File: src/rtl/uart_tx_frame.sv
// UART transmitter: serialises one byte per frame as start, LSB-first data, optional parity, stop.
// Optional one-entry holding buffer for back-to-back frames: define UART_TX_HOLD_BUF_EN.
module uart_tx_frame #(
  parameter int unsigned DATA_WIDTH = 8
) (
  input  logic                  clk,
  input  logic                  rst,
  input  logic [DATA_WIDTH-1:0] P_DATA,
  input  logic                  Data_Valid,
  input  logic                  PAR_EN,
  input  logic                  PAR_TYP,
  output logic                  TX_OUT,
  output logic                  busy,
  output logic                  tx_active
);

  localparam int unsigned CntW = (DATA_WIDTH > 2) ? $clog2(DATA_WIDTH) : 1;
  localparam logic [CntW-1:0] LastCnt = CntW'(DATA_WIDTH - 1);

  typedef enum logic [2:0] {
    StIdle,
    StStart,
    StData,
    StParity,
    StStop
  } state_e;

  state_e                  state_q, state_d;
  logic [DATA_WIDTH-1:0]   shift_q, shift_d;
  logic [CntW-1:0]         cnt_q, cnt_d;
  logic                    par_en_q, par_en_d;
  logic                    par_bit_q, par_bit_d;
  logic                    tx_q, tx_d;
  logic                    busy_q, busy_d;
  logic                    active_q, active_d;

  logic                    accept;
  logic                    load;
  logic [DATA_WIDTH-1:0]   load_data;
  logic                    load_pen;
  logic                    load_ptyp;

  assign accept = Data_Valid & ~busy_q;

`ifdef UART_TX_HOLD_BUF_EN
  logic [DATA_WIDTH-1:0]   hold_data_q, hold_data_d;
  logic                    hold_pen_q, hold_pen_d;
  logic                    hold_ptyp_q, hold_ptyp_d;
  logic                    hold_full_q, hold_full_d;
  logic                    direct;
  logic                    drain;

  // A request goes straight to the shifter only when the line and buffer are both empty.
  assign direct = accept & (state_q == StIdle) & ~hold_full_q;
  assign drain  = hold_full_q & ((state_q == StStop) | (state_q == StIdle));
  assign load   = direct | drain;

  always_comb begin
    load_data = P_DATA;
    load_pen  = PAR_EN;
    load_ptyp = PAR_TYP;
    if (drain) begin
      load_data = hold_data_q;
      load_pen  = hold_pen_q;
      load_ptyp = hold_ptyp_q;
    end
  end

  always_comb begin
    hold_data_d = hold_data_q;
    hold_pen_d  = hold_pen_q;
    hold_ptyp_d = hold_ptyp_q;
    // A refill on the drain edge keeps the buffer full.
    hold_full_d = (hold_full_q & ~drain) | (accept & ~direct);
    if (accept && !direct) begin
      hold_data_d = P_DATA;
      hold_pen_d  = PAR_EN;
      hold_ptyp_d = PAR_TYP;
    end
  end

  always_ff @(posedge clk or negedge rst) begin
    if (!rst) begin
      hold_data_q <= '0;
      hold_pen_q  <= 1'b0;
      hold_ptyp_q <= 1'b0;
      hold_full_q <= 1'b0;
    end else begin
      hold_data_q <= hold_data_d;
      hold_pen_q  <= hold_pen_d;
      hold_ptyp_q <= hold_ptyp_d;
      hold_full_q <= hold_full_d;
    end
  end
`else
  assign load      = accept & (state_q == StIdle);
  assign load_data = P_DATA;
  assign load_pen  = PAR_EN;
  assign load_ptyp = PAR_TYP;
`endif

  // State register.
  always_ff @(posedge clk or negedge rst) begin
    if (!rst) begin
      state_q   <= StIdle;
      shift_q   <= '0;
      cnt_q     <= '0;
      par_en_q  <= 1'b0;
      par_bit_q <= 1'b0;
      tx_q      <= 1'b1;
      busy_q    <= 1'b0;
      active_q  <= 1'b0;
    end else begin
      state_q   <= state_d;
      shift_q   <= shift_d;
      cnt_q     <= cnt_d;
      par_en_q  <= par_en_d;
      par_bit_q <= par_bit_d;
      tx_q      <= tx_d;
      busy_q    <= busy_d;
      active_q  <= active_d;
    end
  end

  // Next-state logic.
  always_comb begin
    state_d   = state_q;
    shift_d   = shift_q;
    cnt_d     = cnt_q;
    par_en_d  = par_en_q;
    par_bit_d = par_bit_q;

    case (state_q)
      StIdle: begin
        if (load) state_d = StStart;
      end
      StStart: begin
        state_d = StData;
        cnt_d   = '0;
      end
      StData: begin
        shift_d = shift_q >> 1;
        if (cnt_q == LastCnt) begin
          state_d = par_en_q ? StParity : StStop;
        end else begin
          cnt_d = cnt_q + 1'b1;
        end
      end
      StParity: begin
        state_d = StStop;
      end
      StStop: begin
        state_d = load ? StStart : StIdle;
      end
      default: begin
        state_d = StIdle;
      end
    endcase

    if (load) begin
      shift_d   = load_data;
      par_en_d  = load_pen;
      par_bit_d = (^load_data) ^ load_ptyp;
    end
  end

  // Outputs are decoded from the next state so they register alongside it.
  always_comb begin
    tx_d = 1'b1;
    case (state_d)
      StIdle:   tx_d = 1'b1;
      StStart:  tx_d = 1'b0;
      StData:   tx_d = shift_d[0];
      StParity: tx_d = par_bit_d;
      StStop:   tx_d = 1'b1;
      default:  tx_d = 1'b1;
    endcase
    active_d = (state_d != StIdle);
`ifdef UART_TX_HOLD_BUF_EN
    busy_d = hold_full_d;
`else
    busy_d = active_d;
`endif
  end

  assign TX_OUT    = tx_q;
  assign busy      = busy_q;
  assign tx_active = active_q;

endmodule

File: config.mk
export PLATFORM = sky130hd
export DESIGN_NAME = uart_tx_frame
export DESIGN_NICKNAME = d
export VERILOG_FILES = /design/src/rtl/uart_tx_frame.sv
export SDC_FILE = /design/constraint.sdc
export NUM_CORES = 1
export LEC_CHECK = 0
export CAP_MARGIN = 15
export CORE_MARGIN = 4
export CORE_UTILIZATION = 51
export CTS_CLUSTER_DIAMETER = 40
export DETAILED_ROUTE_END_ITERATION = 10
export PLACE_DENSITY = 0.78
export SLEW_MARGIN = 20
export SYNTH_ARGS = -nofsm -noshare
export SYNTH_HDL_FRONTEND = slang
export SYNTH_SLANG_ARGS = --single-unit
export TNS_END_PERCENT = 10
File: constraint.sdc
create_clock -name clk -period 1.7 [get_ports clk]
set_input_delay 0.34 -clock clk [delete_from_list [all_inputs] [get_ports clk]]
set_output_delay 0.34 -clock clk [all_outputs]
set_load 0.02 [all_outputs]
==> metrics list <==
- Max Buffers Root-to-Sink: 2
- The internal portion of the total power is 0.001204 W.
- Counting both buffers and inverters, the worst setup path holds a total of 1.
* Basic-gate share of the synthesized area counting and, or, nand and nor cells: roughly a fifth
* Number of DRC markers in iteration 0: 15
- Number of setup violations in the final report: 0
- Measured along the y axis, the die boundary spans 50.90 um.
* Antenna Nets Post-Route: 0
* Largest cells by area after synthesis: dfrtp_1 45%, nand2_1 8.8%, a22oi_1 4.8%, a22o_1 4.7%, xnor2_1 3.7%
- The first global-routing pass estimated roughly 3200 um of wire.
- RR Startpoint: cnt_q[0]$_DFFE_PN0P_
- The path class of the tightest hold or removal check is input port to asynchronous set/reset pin.
- Area grow syn2layout: 22.93%
* Worst setup skew after layout: about 0.0038 ns
- Of the post-synthesis cell area, the dominant cell type holds ~45%.
- Net Sw Frac: approximately 39%
- The die is slightly above 50 um wide.
* CP Launch Point: tx_active$_DFF_PN0_
- Counting cells, the worst reg-to-reg path comes to 5.
- Number of enable-type register cells in the synthesized netlist: 0
- Min cycle time layout: 1.622 ns
- Sequential element share of the synthesized area: 48.13%
* Ys async rst share: 100.0%
- The biggest area contributor in the post-synthesis netlist is dfrtp_1.
- Max-cap violation count: 0
- Via total after detailed routing: between 700 and 800
- Transition time at the pin with the least slew margin: 0.3845 ns
- CP endpoint: busy
- Part of the power in registers: about two fifths
* Post-Syn Instances: 93
* Sink Count: 18
* Category of the worst setup path capture point: primary output
* TritonCTS clock tree: done
* Clock share of power: roughly 14%
- Compound-Gate Fraction of Synth Area: 16.80%
- A synthesized cell averages 10.09 um2.
- The die covers about 2600 um2.
- Clock transition at the register clock pins on the worst setup and hold paths after CTS: between 0.1 and 0.15 ns
* Crit path max-delay family: buffers and inverters
- For this design the ratio of total power to cell area is 1701 nW/um2.
- At the end of the flow, the number of nets in the layout was roughly 130.
- Across every metal layer, demand over resource in global routing totals 16.17%.
- Antenna violations before repair: 0
- Power consumption: about 0.002 W
* Library cells used by synthesis: 30
- Number of iterations in the first detailed-routing pass: 4
- Summed over all layers, the routed wires come to 1830 um.
- 16 I/O pins were placed.
* Number of flip-flops and latches in the synthesized netlist: 18
- The signal on the critical path passes through clkdlybuf4s50_1.
- Reg-to-reg critical path endpoint: cnt_q[1]$_DFFE_PN0P_
- Post-synth design cell area: between 900 and 1000 um2
- RD Place Congestion: slightly above 0.8
- Entering global routing, the biggest net connects 12 pins.
* Clock latency on the worst-skew pair: 0.29 ns
- In the final layout, flip-flops and latches occupy between 400 and 500 um2.
* Number of buffers created by CTS: 3
- Leak: roughly 0.54 nW
- Instance count on the critical path: 1
- Status: completed
- The wire-length estimate of the detail-placed layout is approximately 1400 um.
- Combinational cells account for roughly 47% of the total power.
- Kind of critical path: register to primary output
* Area used by multi-input combinational logic: roughly 450 um2
- Critical path required time: between 1 and 1.5 ns
- Area share of xor/xnor cells in the synthesized design: roughly 8%
* Number of instances resized during post-cts repair: 1
- Synth Area in Adders: roughly 2.7%
* Largest stage delay, worst path: ~0.61 ns
- Setup repair after global routing left no endpoint under its margin.
* Via density per instance: 5.270
* Upper clock frequency limit: ~620 MHz
- Critical path data arrival time: roughly 1.3 ns
- After routing, the total negative slack on setup checks comes to 0 ns.
* Number of hold-slack violations in the final timing report: 0
- Post-CTS Hold Buffers: 0
- The worst setup path is launched from a register.
* Number of filler cells placed in the layout: roughly 150
* Area of the core region: approximately 1700 um2
- The tree is rooted in a clkbuf_4.
- Of the post-synthesis cell area, the part taken by muxes is around 1.2%.
- Worst IR drop on VDD: ~1000 uV
- Antenna diode count: 0
* Fraction of layout cells with a size suffix above 1: a little under an eighth
* Max-slew violation total from the final report: 0
* Quantity of I/O buffers inserted on ports: 15
- Total DRC errors in the routed layout: 0
* Post-detailed-route wirelength per cell: between 10 and 15 um
- Dividing the final minimum period by the clock period gives 95.40%.
- In this run the core area contains 15 standard-cell rows.
- In this run the number of H-tree levels came out at 1.
* Crit path max fanout: 3
- After clock tree synthesis, the setup repair step added 0 buffers.
* Synthesized Nets: about 110
- For this configuration, the core starts out at a cell density of between 50% and 60%.
* Via count of the first global-routing pass: 719
- Residual overflow from global routing: 0
* CP max stage cell: clkdlybuf4s50_1
- The analysis attributes to net switching a power of between 0.0007 and 0.0008 W.
- Flop-to-flop setup slack: 0.16 ns
* Slew margin rel.: between 70% and 80%
* Yosys warning count: 0
- Largest family of logic cells by synthesized area: simple AND/OR/NAND/NOR gates
- In the synthesized netlist the dominant register cell turns out to be dfrtp_1.
==> area by class of cell <==
class,count,share of cell area (%)
sequential,18,39.15
clock buffer,4,3.145
timing repair buffer,19,15.51
tap,25,2.711
inverter,1,0.3254
multi-input combinational,70,39.15
==> synthesized netlist by cell type, types with 2 or more instances <==
library cell	n
ha_1	2
nand3_1	2
buf_4	2
a21oi_1	3
xor2_1	2
o21ai_1	2
dfrtp_1	17
o21ai_0	2
nor2_1	4
nor2b_1	2
nand2b_1	3
xnor2_1	4
a22oi_1	6
a22o_1	5
nand2_1	22
==> layout by cell type (no fill, tap or decap), types with 3 or more instances in the layout <==
cell / count
nand2_1: 22
dfrtp_1: 17
clkdlybuf4s50_1: 14
a22oi_1: 6
a22o_1: 5
nor2_1: 4
xnor2_1: 4
buf_4: 4
nand2b_1: 3
a21oi_1: 3
clkbuf_4: 3
==> power groups by stage <==
stage	Combinational (W)	Sequential, W	Clock, W
finish	0.000918	0.000780	0.000265
global route	0.00103	0.000803	0.000283
CTS	0.000929	0.000779	0.000271
detailed placement	0.000931	0.000790	0
global placement	0.000898	0.000773	0
floorplan	0.000706	0.000757	0
==> layer usage <==
layer  GRT usage [%]  routed length, um
met1           20.08                790
met2           28.04                948
met3           2.624                 73
met4           6.278                 17
met5               0                  0
==> state kept, by name, summed over array words and instances, names as in the netlist <==
| name | cells |
|---|---|
| TX_OUT | 1 |
| cnt_q | 3 |
| par_bit_q | 1 |
| par_en_q | 1 |
| shift_q | 8 |
| state_q | 3 |
| tx_active | 1 |
==> worst min-delay path by stage <==
stage | startpoint | to | slack, ns | cells past startpoint
after floorplan | rst | cnt_q[0]$_DFFE_PN0P_ | 0.04 | 0
after global placement | shift_q[5]$_DFFE_PN0P_ | shift_q[5]$_DFFE_PN0P_ | 0.46 | 2
after detailed placement | shift_q[5]$_DFFE_PN0P_ | shift_q[5]$_DFFE_PN0P_ | 0.46 | 2
after CTS | rst | cnt_q[0]$_DFFE_PN0P_ | 0.32 | 1
after global routing | rst | cnt_q[0]$_DFFE_PN0P_ | 0.34 | 1
final | rst | cnt_q[0]$_DFFE_PN0P_ | 0.31 | 1
==> per-stage QoR <==
| step | hold WS [ns] | area (um2) | instances | setup WS (ns) | utilization [%] |
|---|---|---|---|---|---|
| 6_report | 0.3127 | 1154 | 137 | 0.07821 | 66.81 |
| 4_1_cts | 0.3219 | 1154 | 137 | 0.06748 | 66.81 |
| 5_1_grt | 0.3431 | 1154 | 137 | 0.03186 | 66.81 |
| 3_3_place_gp | 0.4605 | 1119 | 133 | -0.05535 | 64.78 |
| 2_1_floorplan | 0.04441 | 938.4 | 93 | 0.2666 | - |
| 3_5_place_dp | 0.4643 | 1119 | 133 | -0.08611 | 64.78 |
==> cell families (layout without fill, tap and decap cells) <==
family | after synthesis | count (layout)
AOI/OAI and AO/OA | 22 | 22
xor gates and xnor gates | 7 | 7
adders and majority gates | 2 | 2
buffers and inverters | 5 | 24
DFF | 18 | 18
muxes | 1 | 1
and+or+nand+nor | 38 | 38
(Power assumes the default switching activity.)
